File: src/rtl/mgmt_master.sv
// mgmt_master: core-side master for the system management bus.
// Buffers one command from the core, drives the mgmt_* req/ack/rxe handshake,
// enforces a turnaround gap between requests and times out unacked requests.
// Optional feature: define MGMT_ERRCNT_EN to count timeout completions on err_cnt
// (saturating, cleared only by reset); otherwise err_cnt is tied to zero.
module mgmt_master #(
  parameter int TMO_W = 4,
  parameter int GAP   = 2
) (
  input  logic        clk,
  input  logic        rst,
  input  logic        cpu_req,
  output logic        cpu_rdy,
  input  logic [31:0] cpu_adr,
  input  logic        cpu_rwn,
  input  logic [1:0]  cpu_wen,
  input  logic [31:0] cpu_txd,
  output logic        cpu_done,
  output logic        cpu_err,
  output logic [31:0] cpu_rxd,
  output logic [15:0] err_cnt,
  output logic        mgmt_req,
  output logic [31:0] mgmt_adr,
  output logic        mgmt_rwn,
  output logic [1:0]  mgmt_wen,
  output logic [31:0] mgmt_txd,
  input  logic        mgmt_ack,
  input  logic        mgmt_rxe,
  input  logic [31:0] mgmt_rxd
);

  localparam int                GW       = (GAP > 1) ? $clog2(GAP) : 1;
  localparam logic [TMO_W-1:0]  TMO_MAX  = {TMO_W{1'b1}};
  localparam logic [TMO_W-1:0]  TMO_ONE  = TMO_W'(1);
  localparam logic [GW-1:0]     GAP_LAST = GW'(GAP - 1);
  localparam logic [GW-1:0]     GAP_ONE  = GW'(1);

  typedef enum logic [1:0] {
    ST_IDLE = 2'd0,
    ST_REQ  = 2'd1,
    ST_GAP  = 2'd2
  } state_t;

  state_t            state_r,      state_s;
  logic              slot_valid_r, slot_valid_s;
  logic [31:0]       slot_adr_r,   slot_adr_s;
  logic              slot_rwn_r,   slot_rwn_s;
  logic [1:0]        slot_wen_r,   slot_wen_s;
  logic [31:0]       slot_txd_r,   slot_txd_s;
  logic [TMO_W-1:0]  tmo_cnt_r,    tmo_cnt_s;
  logic [TMO_W-1:0]  tmo_inc_s;
  logic [GW-1:0]     gap_cnt_r,    gap_cnt_s;
  logic              mgmt_req_r,   mgmt_req_s;
  logic [31:0]       mgmt_adr_r,   mgmt_adr_s;
  logic              mgmt_rwn_r,   mgmt_rwn_s;
  logic [1:0]        mgmt_wen_r,   mgmt_wen_s;
  logic [31:0]       mgmt_txd_r,   mgmt_txd_s;
  logic              cpu_done_r,   cpu_done_s;
  logic              cpu_err_r,    cpu_err_s;
  logic [31:0]       cpu_rxd_r,    cpu_rxd_s;

  assign cpu_rdy  = ~slot_valid_r;
  assign cpu_done = cpu_done_r;
  assign cpu_err  = cpu_err_r;
  assign cpu_rxd  = cpu_rxd_r;
  assign mgmt_req = mgmt_req_r;
  assign mgmt_adr = mgmt_adr_r;
  assign mgmt_rwn = mgmt_rwn_r;
  assign mgmt_wen = mgmt_wen_r;
  assign mgmt_txd = mgmt_txd_r;

  // Next-state, command slot, bus fields and completion values
  always_comb begin
    state_s      = state_r;
    slot_valid_s = slot_valid_r;
    slot_adr_s   = slot_adr_r;
    slot_rwn_s   = slot_rwn_r;
    slot_wen_s   = slot_wen_r;
    slot_txd_s   = slot_txd_r;
    tmo_cnt_s    = tmo_cnt_r;
    tmo_inc_s    = tmo_cnt_r + TMO_ONE;
    gap_cnt_s    = gap_cnt_r;
    mgmt_req_s   = mgmt_req_r;
    mgmt_adr_s   = mgmt_adr_r;
    mgmt_rwn_s   = mgmt_rwn_r;
    mgmt_wen_s   = mgmt_wen_r;
    mgmt_txd_s   = mgmt_txd_r;
    cpu_done_s   = 1'b0;
    cpu_err_s    = 1'b0;
    cpu_rxd_s    = cpu_rxd_r;

    // Accept only into an empty slot, so an accept never meets a launch
    if (cpu_req && !slot_valid_r) begin
      slot_valid_s = 1'b1;
      slot_adr_s   = cpu_adr;
      slot_rwn_s   = cpu_rwn;
      slot_wen_s   = cpu_wen;
      slot_txd_s   = cpu_txd;
    end else begin
      slot_valid_s = slot_valid_r;
    end

    case (state_r)
      ST_IDLE: begin
        if (slot_valid_r) begin
          mgmt_adr_s   = slot_adr_r;
          mgmt_rwn_s   = slot_rwn_r;
          mgmt_wen_s   = slot_wen_r;
          mgmt_txd_s   = slot_rwn_r ? 32'h0000_0000 : slot_txd_r;
          mgmt_req_s   = 1'b1;
          slot_valid_s = 1'b0;
          tmo_cnt_s    = {TMO_W{1'b0}};
          state_s      = ST_REQ;
        end else begin
          state_s = ST_IDLE;
        end
      end
      ST_REQ: begin
        tmo_cnt_s = tmo_inc_s;
        // Ack has priority over a timeout in the same cycle
        if (mgmt_ack) begin
          if (mgmt_rwn_r && mgmt_rxe) begin
            cpu_rxd_s = mgmt_rxd;
          end else begin
            cpu_rxd_s = cpu_rxd_r;
          end
          cpu_done_s = 1'b1;
          mgmt_req_s = 1'b0;
          gap_cnt_s  = {GW{1'b0}};
          state_s    = ST_GAP;
        end else if (tmo_inc_s == TMO_MAX) begin
          cpu_done_s = 1'b1;
          cpu_err_s  = 1'b1;
          cpu_rxd_s  = 32'h0000_0000;
          mgmt_req_s = 1'b0;
          gap_cnt_s  = {GW{1'b0}};
          state_s    = ST_GAP;
        end else begin
          state_s = ST_REQ;
        end
      end
      ST_GAP: begin
        if (gap_cnt_r == GAP_LAST) begin
          state_s = ST_IDLE;
        end else begin
          gap_cnt_s = gap_cnt_r + GAP_ONE;
        end
      end
      default: begin
        state_s    = ST_IDLE;
        mgmt_req_s = 1'b0;
      end
    endcase
  end

  // State and output registers; reset drops mgmt_req immediately
  always_ff @(posedge clk or posedge rst) begin
    if (rst) begin
      state_r      <= ST_IDLE;
      slot_valid_r <= 1'b0;
      slot_adr_r   <= 32'h0000_0000;
      slot_rwn_r   <= 1'b0;
      slot_wen_r   <= 2'b00;
      slot_txd_r   <= 32'h0000_0000;
      tmo_cnt_r    <= {TMO_W{1'b0}};
      gap_cnt_r    <= {GW{1'b0}};
      mgmt_req_r   <= 1'b0;
      mgmt_adr_r   <= 32'h0000_0000;
      mgmt_rwn_r   <= 1'b0;
      mgmt_wen_r   <= 2'b00;
      mgmt_txd_r   <= 32'h0000_0000;
      cpu_done_r   <= 1'b0;
      cpu_err_r    <= 1'b0;
      cpu_rxd_r    <= 32'h0000_0000;
    end else begin
      state_r      <= state_s;
      slot_valid_r <= slot_valid_s;
      slot_adr_r   <= slot_adr_s;
      slot_rwn_r   <= slot_rwn_s;
      slot_wen_r   <= slot_wen_s;
      slot_txd_r   <= slot_txd_s;
      tmo_cnt_r    <= tmo_cnt_s;
      gap_cnt_r    <= gap_cnt_s;
      mgmt_req_r   <= mgmt_req_s;
      mgmt_adr_r   <= mgmt_adr_s;
      mgmt_rwn_r   <= mgmt_rwn_s;
      mgmt_wen_r   <= mgmt_wen_s;
      mgmt_txd_r   <= mgmt_txd_s;
      cpu_done_r   <= cpu_done_s;
      cpu_err_r    <= cpu_err_s;
      cpu_rxd_r    <= cpu_rxd_s;
    end
  end

`ifdef MGMT_ERRCNT_EN
  logic        tmo_hit_s;
  logic [15:0] err_cnt_r;

  assign tmo_hit_s = (state_r == ST_REQ) && !mgmt_ack && (tmo_inc_s == TMO_MAX);
  assign err_cnt   = err_cnt_r;

  // Saturating count of timeout completions, cleared only by reset
  always_ff @(posedge clk or posedge rst) begin
    if (rst) begin
      err_cnt_r <= 16'h0000;
    end else if (tmo_hit_s && (err_cnt_r != 16'hFFFF)) begin
      err_cnt_r <= err_cnt_r + 16'h0001;
    end else begin
      err_cnt_r <= err_cnt_r;
    end
  end
`else
  assign err_cnt = 16'h0000;
`endif

endmodule

File: config.mk
export PLATFORM = sky130hd
export DESIGN_NAME = mgmt_master
export DESIGN_NICKNAME = d
export VERILOG_FILES = /design/src/rtl/mgmt_master.sv
export SDC_FILE = /design/constraint.sdc
export NUM_CORES = 1
export LEC_CHECK = 0
export ABC_AREA = 0
export ABC_CLOCK_PERIOD_IN_PS = 17600
export CORE_MARGIN = 2
export CORE_UTILIZATION = 45
export CTS_CLUSTER_SIZE = 14
export DETAILED_ROUTE_END_ITERATION = 10
export PLACE_DENSITY = 0.79
export SLEW_MARGIN = 20
export SYNTH_ARGS = -nofsm -noshare
export SYNTH_HDL_FRONTEND = slang
export SYNTH_SLANG_ARGS = --single-unit
File: constraint.sdc
create_clock -name clk -period 17.6 [get_ports clk]
set_input_delay 4.4 -clock clk [delete_from_list [all_inputs] [get_ports clk]]
set_output_delay 4.4 -clock clk [all_outputs]
set_load 0.02 [all_outputs]
==> results of run 1 <==
metal layers:
| metal | GRT usage | vias up | wire length, um |
|---|---|---|---|
| li1 | - | 2469 | - |
| met1 | 0.234 | 2559 | 7120 |
| met2 | 0.288 | 152 | 7960 |
| met3 | 0.0844 | 5 | 1630 |
| met4 | 0.0470 | 0 | 93 |
| met5 | 0 | - | 0 |
critical path: cells and delay by family:
family                 cells  cell delay [ns]
buffers and inverters      2             1.13
multiplexers               1             0.41
AND/OR/NAND/NOR            1             0.44
flip-flops by register name (all words and copies together), names as in the netlist, 2 cells and up:
name,cells
slot_wen_r,2
mgmt_wen,2
tmo_cnt_r,4
slot_txd_r,32
slot_adr_r,32
state_r,2
mgmt_txd,32
cpu_rxd,32
mgmt_adr,32
cell usage in the layout, fill, tap and decap left out, types with 17 or more instances in the layout:
cell type,instances
clkdlybuf4s50_1,205
dfrtp_1,177
nand2_1,39
inv_1,37
mux2_2,37
nand2b_1,35
o21ai_1,35
mux2_1,35
a22o_1,33
a22oi_2,30
o21ai_2,30
mux2_4,30
clkbuf_16,17
final cells by class:
class | count | area (um^2) | share of cell area
Timing Repair Buffer | 212 | 2100 | 0.198
Tap cell | 225 | 282 | 0.0265
Clock buffer | 18 | 429 | 0.0405
Clock inverter | 14 | 145 | 0.0137
Sequential cell | 177 | 4430 | 0.418
Inverter | 38 | 150 | 0.0142
Multi-Input combinational cell | 355 | 3070 | 0.289
worst paths after layout:
check | startpoint | depth (start not counted) | endpoint
hold reg to reg | mgmt_txd[16] | 2 | mgmt_txd[16]
max in group asynchronous | rst | 3 | mgmt_adr[4]
setup reg to reg | state_r[1] | 4 | mgmt_adr[31]
setup / recovery | cpu_req | 4 | slot_adr_r[24]
min in group asynchronous | rst | 2 | slot_adr_r[25]
hold / removal | mgmt_txd[16] | 2 | mgmt_txd[16]
kinds of logic (layout without fill, tap and decap cells):
group,after synthesis,in the layout
flip-flops,177,177
adder cells (fa/ha/maj),2,2
other,1,16
AND/OR/NAND/NOR,87,87
AO/OA/AOI/OAI,147,147
buffers and inverters,93,282
multiplexers,103,103
power groups by stage:
stage	Sequential, mW	Clock, mW	Combinational (mW)
6_report	0.739	0.366	0.923
3_3_place_gp	0.738	0	0.912
2_1_floorplan	0.834	0	0.522
4_1_cts	0.741	0.377	0.935
5_1_grt	0.768	0.392	0.999
3_5_place_dp	0.744	0	0.932
==> impl_metrics.env, run 1 <==
export IMPL_layout_drive_gt1_share=0.213
export IMPL_finalWirelength_um=16800
export IMPL_drtAntennaViolNets=0
export IMPL_grt_setup_unrepaired="no"
export IMPL_relSlewSlack=0.274
export IMPL_required_ns=17.90
export IMPL_htreeDepth=4
export IMPL_synth_edf_count=0
export IMPL_yosys_area_share_simple=0.0558
export IMPL_synth_ff_type="dfrtp_1"
export IMPL_grt_max_degree=112
export IMPL_antenna_cells=0
export IMPL_layout_cells_non_filler=1039
export IMPL_hold_ws_ns=0.484
export IMPL_r2r_slack_ns=15.24
export IMPL_ys_types=39
export IMPL_dr_total_vias=5185
export IMPL_synthXorXnorAreaFrac=0
export IMPL_yosysTopAreaCellShare=0.558
export IMPL_async_reset_ff_frac=1.00
export IMPL_antenna_found_initial=0
export IMPL_drt_iter0_drc=166
export IMPL_fillers=1395
export IMPL_synth_top_family_by_area="multiplexers"
export IMPL_hold_viol=0
export IMPL_post_place_cells=1007
export IMPL_fmax_ghz=0.163
export IMPL_synth_compound_area_frac=0.156
export IMPL_clock_sinks=177
export IMPL_ys_seq_elements=177
export IMPL_clkPwrFrac=0.180
export IMPL_cts_path_max_buffers=2
export IMPL_drv_cap=0
export IMPL_clkLatencyLatePin_ns=0.42
export IMPL_totalPowerFinal_mw=2.03
export IMPL_synthMuxAreaShare=0.160
export IMPL_tns_ns=0
export IMPL_slowest_delay_ns=0.63
export IMPL_startpoint_type="primary input"
export IMPL_layout_worst_path_cycle_share=0.348
export IMPL_drc=0
export IMPL_yosysTopAreaCell="dfrtp_1"
export IMPL_pwr_share_seq=0.365
export IMPL_final_setup_worst_slack_ns=11.47
export IMPL_max_vdd_ir_drop_mv=0.110
export IMPL_netSwitchingPower_mw=0.736
export IMPL_min_period_ns=6.13
export IMPL_ys_top_cells_by_count="dfrtp_1 (177), nand2_1 (40), inv_1 (38), mux2_2 (37)"
export IMPL_worst_path_max_delay_cell="buf_4"
export IMPL_synthAdderAreaFrac=0.00315
export IMPL_internal_power_mw=1.29
export IMPL_worst_ep_arrival_time_ns=6.42
export IMPL_wl_per_cell_um=16.2
export IMPL_track_usage=0.185
export IMPL_status="finished clean"
export IMPL_yosysSeqAreaShare=0.558
export IMPL_tritoncts="done"
export IMPL_dpl_cell_area_um2=10000
export IMPL_clk_pin_slew_worst_paths_ns=0.07
export IMPL_cts_setup_buffers=0
export IMPL_worstPathCellList="clkdlybuf4s50_1 > nor2b_4 > buf_4 > mux2_2"
export IMPL_start_util=0.459
export IMPL_syn_area_um2=7940
export IMPL_port_buffers=206
export IMPL_place_congestion=0.767
export IMPL_grt_pass1_vias=5175
export IMPL_setup_viol=0
export IMPL_post_place_ws_ns=11.02
export IMPL_cts_resized=0
export IMPL_dr_pass1_iters=4
export IMPL_vias_per_cell=4.99
export IMPL_fp_row_count=48
export IMPL_grt_ovfl_total=0
export IMPL_ctsHoldBuffers=0
export IMPL_worst_slew_pin_slew_ns=1.09
export IMPL_finalInstanceArea_um2=10600
export IMPL_area_growth_pct=33.6
export IMPL_synth_cells=610
export IMPL_switching_share=0.363
export IMPL_ys_warn_count=0
export IMPL_yosysMostFrequentCell="dfrtp_1"
export IMPL_root_buffer="clkbuf_16"
export IMPL_hp_class="reg -> reg"
export IMPL_drv_slew=0
export IMPL_io_pins=223
export IMPL_grt_pass1_wl_um=26800
export IMPL_hpwl_um=11000
export IMPL_nets=907
export IMPL_clock_skew_ns=0.00991
export IMPL_endpoint_kind="flip-flop"
export IMPL_power_density_nw_per_um2=191
export IMPL_cts_made_buffers=17
export IMPL_p_leak_nw=4.61
export IMPL_p_comb_frac=0.455
export IMPL_coreArea_um2=17300
export IMPL_crit_fanout=52
export IMPL_postLayoutCoreUtil=0.613
export IMPL_synthTopCellsByArea="dfrtp_1 (56%), mux2_4 (5.7%), mux2_2 (5.2%), mux2_1 (5.0%), a22oi_2 (4.7%)"
export IMPL_syn_avg_cell_area_um2=13.0
export IMPL_crit_type="in -> reg"
export IMPL_die_w_um=137
export IMPL_dieArea_um2=18700
export IMPL_die_h_um=137
No activity file was read; power rests on OpenSTA's default activity.
==> run 2: changes to the inputs <==
Settings changed: ABC_CLOCK_PERIOD_IN_PS 17600 to 5200, CORE_UTILIZATION 45 to 44, PLACE_DENSITY 0.79 to 0.8.
Clock period 17.6 ns to 5.2 ns, I/O delays scaled along.
==> impl_metrics.env, run 2 (synthesized netlist as in run 1, its figures left out) <==
export IMPL_clkLatencyLatePin_ns=0.42
export IMPL_root_buffer="clkbuf_16"
export IMPL_switching_share=0.360
export IMPL_io_pins=223
export IMPL_grt_ovfl_total=0
export IMPL_multi_input_area_um2=3070
export IMPL_grt_pass1_vias=5240
export IMPL_finalWirelength_um=17000
export IMPL_ctsHoldBuffers=0
export IMPL_hold_ws_ns=0.484
export IMPL_grt_setup_unrepaired="no"
export IMPL_htreeDepth=4
export IMPL_required_ns=3.90
export IMPL_drv_slew=0
export IMPL_drt_iter0_drc=250
export IMPL_grt_pass1_wl_um=28100
export IMPL_drv_cap=0
export IMPL_start_util=0.445
export IMPL_hpwl_um=11200
export IMPL_antenna_cells=0
export IMPL_layout_commonest_cell="clkdlybuf4s50_1"
export IMPL_totalPowerFinal_mw=6.90
export IMPL_cts_setup_buffers=0
export IMPL_endpoint_kind="output port"
export IMPL_antenna_found_initial=0
export IMPL_port_buffers=206
export IMPL_crit_type="reg -> out"
export IMPL_startpoint_type="flip-flop"
export IMPL_power_density_nw_per_um2=646
export IMPL_clock_skew_ns=0.00794
export IMPL_drtAntennaViolNets=0
export IMPL_finalInstanceArea_um2=10700
export IMPL_status="finished clean"
export IMPL_p_leak_nw=4.63
export IMPL_nets=910
export IMPL_drc=0
export IMPL_die_w_um=138
export IMPL_clkPwrFrac=0.185
export IMPL_cts_path_max_buffers=2
export IMPL_internal_power_mw=4.42
export IMPL_area_growth_pct=34.4
export IMPL_clk_pin_slew_worst_paths_ns=0.07
export IMPL_track_usage=0.182
export IMPL_fp_row_count=49
export IMPL_crit_fanout=6
export IMPL_pwr_share_seq=0.363
export IMPL_dr_total_vias=5231
export IMPL_min_period_ns=2.90
export IMPL_setup_viol=0
export IMPL_dieArea_um2=19100
export IMPL_die_h_um=138
export IMPL_hp_class="reg -> reg"
export IMPL_clock_sinks=177
export IMPL_coreArea_um2=17800
export IMPL_tns_ns=0
export IMPL_layout_worst_path_cycle_share=0.558
export IMPL_fillers=1436
export IMPL_layout_common_cells="clkdlybuf4s50_1 (205), dfrtp_1 (177), nand2_1 (38)"
export IMPL_p_comb_frac=0.452
export IMPL_worst_ep_arrival_time_ns=1.60
export IMPL_cts_made_buffers=17
export IMPL_dr_pass1_iters=4
export IMPL_tritoncts="done"
export IMPL_final_setup_worst_slack_ns=2.30
export IMPL_grt_max_degree=82
export IMPL_seq_area_um2=4430
export IMPL_worst_slew_pin_slew_ns=1.07
export IMPL_cts_resized=0
export IMPL_fmax_ghz=0.345
export IMPL_post_place_ws_ns=1.89
export IMPL_hold_viol=0
export IMPL_relSlewSlack=0.285
export IMPL_max_vdd_ir_drop_mv=0.325
export IMPL_layout_drive_gt1_share=0.217
export IMPL_wl_per_cell_um=16.3
export IMPL_vias_per_cell=5.01
export IMPL_netSwitchingPower_mw=2.48
export IMPL_dpl_cell_area_um2=10100
export IMPL_place_congestion=0.757
## run 2: layer usage
metal / global-route usage / vias to the layer above / part of all wire / wire length, um
met1: 0.235 / 2555 / 0.42 / 7220
li1: - / 2471 / - / -
met4: 0.0650 / 0 / 0.018 / 299
met2: 0.281 / 183 / 0.47 / 8010
met5: 0 / - / 0 / 0
met3: 0.0696 / 22 / 0.087 / 1480
## run 2: worst paths after layout
kind                               from            to  slack, ns  cells after the start
max                        slot_valid_r       cpu_rdy       2.30                      2
min                        mgmt_txd[18]  mgmt_txd[18]       0.48                      2
max reg2reg                  state_r[1]  mgmt_adr[28]       2.81                      4
min reg2reg                mgmt_txd[18]  mgmt_txd[18]       0.48                      2
max in group asynchronous           rst    cpu_rxd[5]       3.03                      4
min in group asynchronous           rst   cpu_rxd[10]       1.19                      2
## run 2: through the flow
stage / instances / util
after global routing: 1045 / 0.598
final: 1045 / 0.598
after global placement: 1013 / 0.565
after floorplan: 625 / -
after CTS: 1044 / 0.597
after detailed placement: 1013 / 0.565
## run 2: area by class of cell
| cell class | count | share of cell area |
|---|---|---|
| Multi-Input combinational cell | 355 | 0.288 |
| Clock inverter | 14 | 0.0143 |
| Tap cell | 229 | 0.0268 |
| Sequential cell | 177 | 0.415 |
| Inverter | 38 | 0.0137 |
| Clock buffer | 17 | 0.0399 |
| Timing Repair Buffer | 215 | 0.203 |
## run 2: power by group through the flow
stage | registers (mW) | clock network [mW] | logic (mW)
after floorplan | 2.82 | 0 | 1.77
after global placement | 2.49 | 0 | 3.08
after detailed placement | 2.52 | 0 | 3.16
after CTS | 2.51 | 1.31 | 3.16
after global routing | 2.60 | 1.37 | 3.37
final | 2.50 | 1.28 | 3.12
## run 2: worst max-delay path, cell delays in order (launching register included)
cell,delay (ns)
dfrtp_1,0.48
inv_1,0.08
clkdlybuf4s50_1,0.62
==> run 3: changes to the inputs <==
Settings changed: ABC_CLOCK_PERIOD_IN_PS 5200 to 2900, CORE_UTILIZATION 44 to 45, PLACE_DENSITY 0.8 to 0.79.
Clock period 5.2 ns to 2.9 ns, I/O delays scaled along.
==> impl_metrics.env, run 3 (synthesized netlist as in run 1, its figures left out) <==
export IMPL_dr_pass1_iters=4
export IMPL_post_place_cells=1022
export IMPL_r2r_end="cpu_rxd[19]"
export IMPL_hold_viol=0
export IMPL_drtAntennaViolNets=0
export IMPL_port_buffers=206
export IMPL_switching_share=0.356
export IMPL_clock_sinks=177
export IMPL_coreArea_um2=17300
export IMPL_status="finished clean"
export IMPL_internal_power_mw=8.13
export IMPL_layout_cells_non_filler=1053
export IMPL_die_h_um=137
export IMPL_cts_made_buffers=17
export IMPL_required_ns=2.17
export IMPL_tns_ns=0
export IMPL_area_growth_pct=36.5
export IMPL_root_buffer="clkbuf_16"
export IMPL_totalPowerFinal_mw=12.6
export IMPL_power_density_nw_per_um2=1170
export IMPL_relSlewSlack=0.383
export IMPL_worstPathCellList="inv_1 > clkdlybuf4s50_1"
export IMPL_layout_drive_gt1_share=0.226
export IMPL_min_path_cells=2
export IMPL_p_leak_nw=4.73
export IMPL_post_place_ws_ns=0.454
export IMPL_grt_ovfl_total=0
export IMPL_worstHoldStart="mgmt_txd[8]"
export IMPL_hp_class="reg -> reg"
export IMPL_die_w_um=137
export IMPL_place_congestion=0.773
export IMPL_hold_path_endpoint="mgmt_txd[8]"
export IMPL_postLayoutCoreUtil=0.627
export IMPL_startpoint_type="flip-flop"
export IMPL_wl_per_cell_um=16.5
export IMPL_clkLatencyLatePin_ns=0.42
export IMPL_drv_slew=0
export IMPL_hold_ws_ns=0.482
export IMPL_grt_setup_unrepaired="no"
export IMPL_nets=922
export IMPL_antenna_found_initial=0
export IMPL_cts_resized=0
export IMPL_layout_common_cells="clkdlybuf4s50_1 (205), dfrtp_1 (177), nand2_1 (39)"
export IMPL_worst_r2r_cell_count=6
export IMPL_layout_commonest_cell="clkdlybuf4s50_1"
export IMPL_drc=0
export IMPL_grt_util_met1=0.243
export IMPL_finalWirelength_um=17400
export IMPL_met3_usage=0.0774
export IMPL_track_usage=0.192
export IMPL_clkPwrFrac=0.187
export IMPL_vias_per_cell=4.95
export IMPL_grt_use_met2=0.309
export IMPL_tritoncts="done"
export IMPL_fp_row_count=48
export IMPL_io_pins=223
export IMPL_ctsHoldBuffers=0
export IMPL_worst_slew_pin_slew_ns=0.926
export IMPL_max_vdd_ir_drop_mv=0.796
export IMPL_hpwl_um=11800
export IMPL_cts_path_max_buffers=2
export IMPL_grt_max_degree=62
export IMPL_crit_type="reg -> out"
export IMPL_antenna_cells=0
export IMPL_clk_pin_slew_worst_paths_ns=0.07
export IMPL_dieArea_um2=18700
export IMPL_r2r_start="tmo_cnt_r[0]"
export IMPL_r2r_slack_ns=0.94
export IMPL_grt_pass1_vias=5404
export IMPL_drt_iter0_drc=224
export IMPL_dpl_cell_area_um2=10200
export IMPL_clock_skew_ns=0.0142
export IMPL_min_period_ns=2.34
export IMPL_setup_viol=0
export IMPL_worst_path_max_delay_cell="clkdlybuf4s50_1"
export IMPL_finalInstanceArea_um2=10800
export IMPL_endpoint_kind="output port"
export IMPL_worst_ep_arrival_time_ns=1.62
export IMPL_slowest_delay_ns=0.60
export IMPL_grt_busiest_layer="met2"
export IMPL_cts_setup_buffers=0
export IMPL_final_setup_worst_slack_ns=0.560
export IMPL_p_comb_frac=0.457
export IMPL_grt_pass1_wl_um=28000
export IMPL_netSwitchingPower_mw=4.50
export IMPL_htreeDepth=4
export IMPL_dr_total_vias=5214
export IMPL_drv_cap=0
export IMPL_crit_fanout=6
export IMPL_fmax_ghz=0.427
export IMPL_pwr_share_seq=0.356
export IMPL_layout_worst_path_cycle_share=0.807
export IMPL_start_util=0.459
## run 3: worst max path at each step
stage | start | end | cells past startpoint
2_1_floorplan | rst | cpu_done | 1
3_3_place_gp | cpu_req | slot_wen_r[1] | 4
3_5_place_dp | cpu_req | slot_adr_r[24] | 4
4_1_cts | slot_valid_r | cpu_rdy | 2
5_1_grt | slot_valid_r | cpu_rdy | 2
6_report | slot_valid_r | cpu_rdy | 2
## run 3: power by group through the flow
| stage | Combinational, mW | Clock, mW | Sequential [mW] |
|---|---|---|---|
| 2_1_floorplan | 3.17 | 0 | 5.06 |
| 3_3_place_gp | 5.71 | 0 | 4.48 |
| 3_5_place_dp | 5.83 | 0 | 4.52 |
| 4_1_cts | 5.85 | 2.41 | 4.51 |
| 5_1_grt | 6.21 | 2.52 | 4.67 |
| 6_report | 5.77 | 2.36 | 4.50 |
## run 3: critical path, delay by kind of cell, from the launching register on
family   cells  cell delay [ns]
buf+inv      2             0.70
flops        1             0.50
## run 3: final cells by class
class	instances	area, um^2
well taps	225	282
fillers	1385	6450
clock inverters	13	173
flip-flops and latches	177	4430
multi-input cells	355	3070
repair buffers	227	2310
clock buffers	18	429
inverters	38	146
## run 3: routing by layer
| layer | routed length [um] | vias to the layer above |
|---|---|---|
| met4 | 155 | 0 |
| li1 | - | 2499 |
| met1 | 7460 | 2545 |
| met2 | 8190 | 159 |
| met3 | 1580 | 11 |
| met5 | 0 | - |
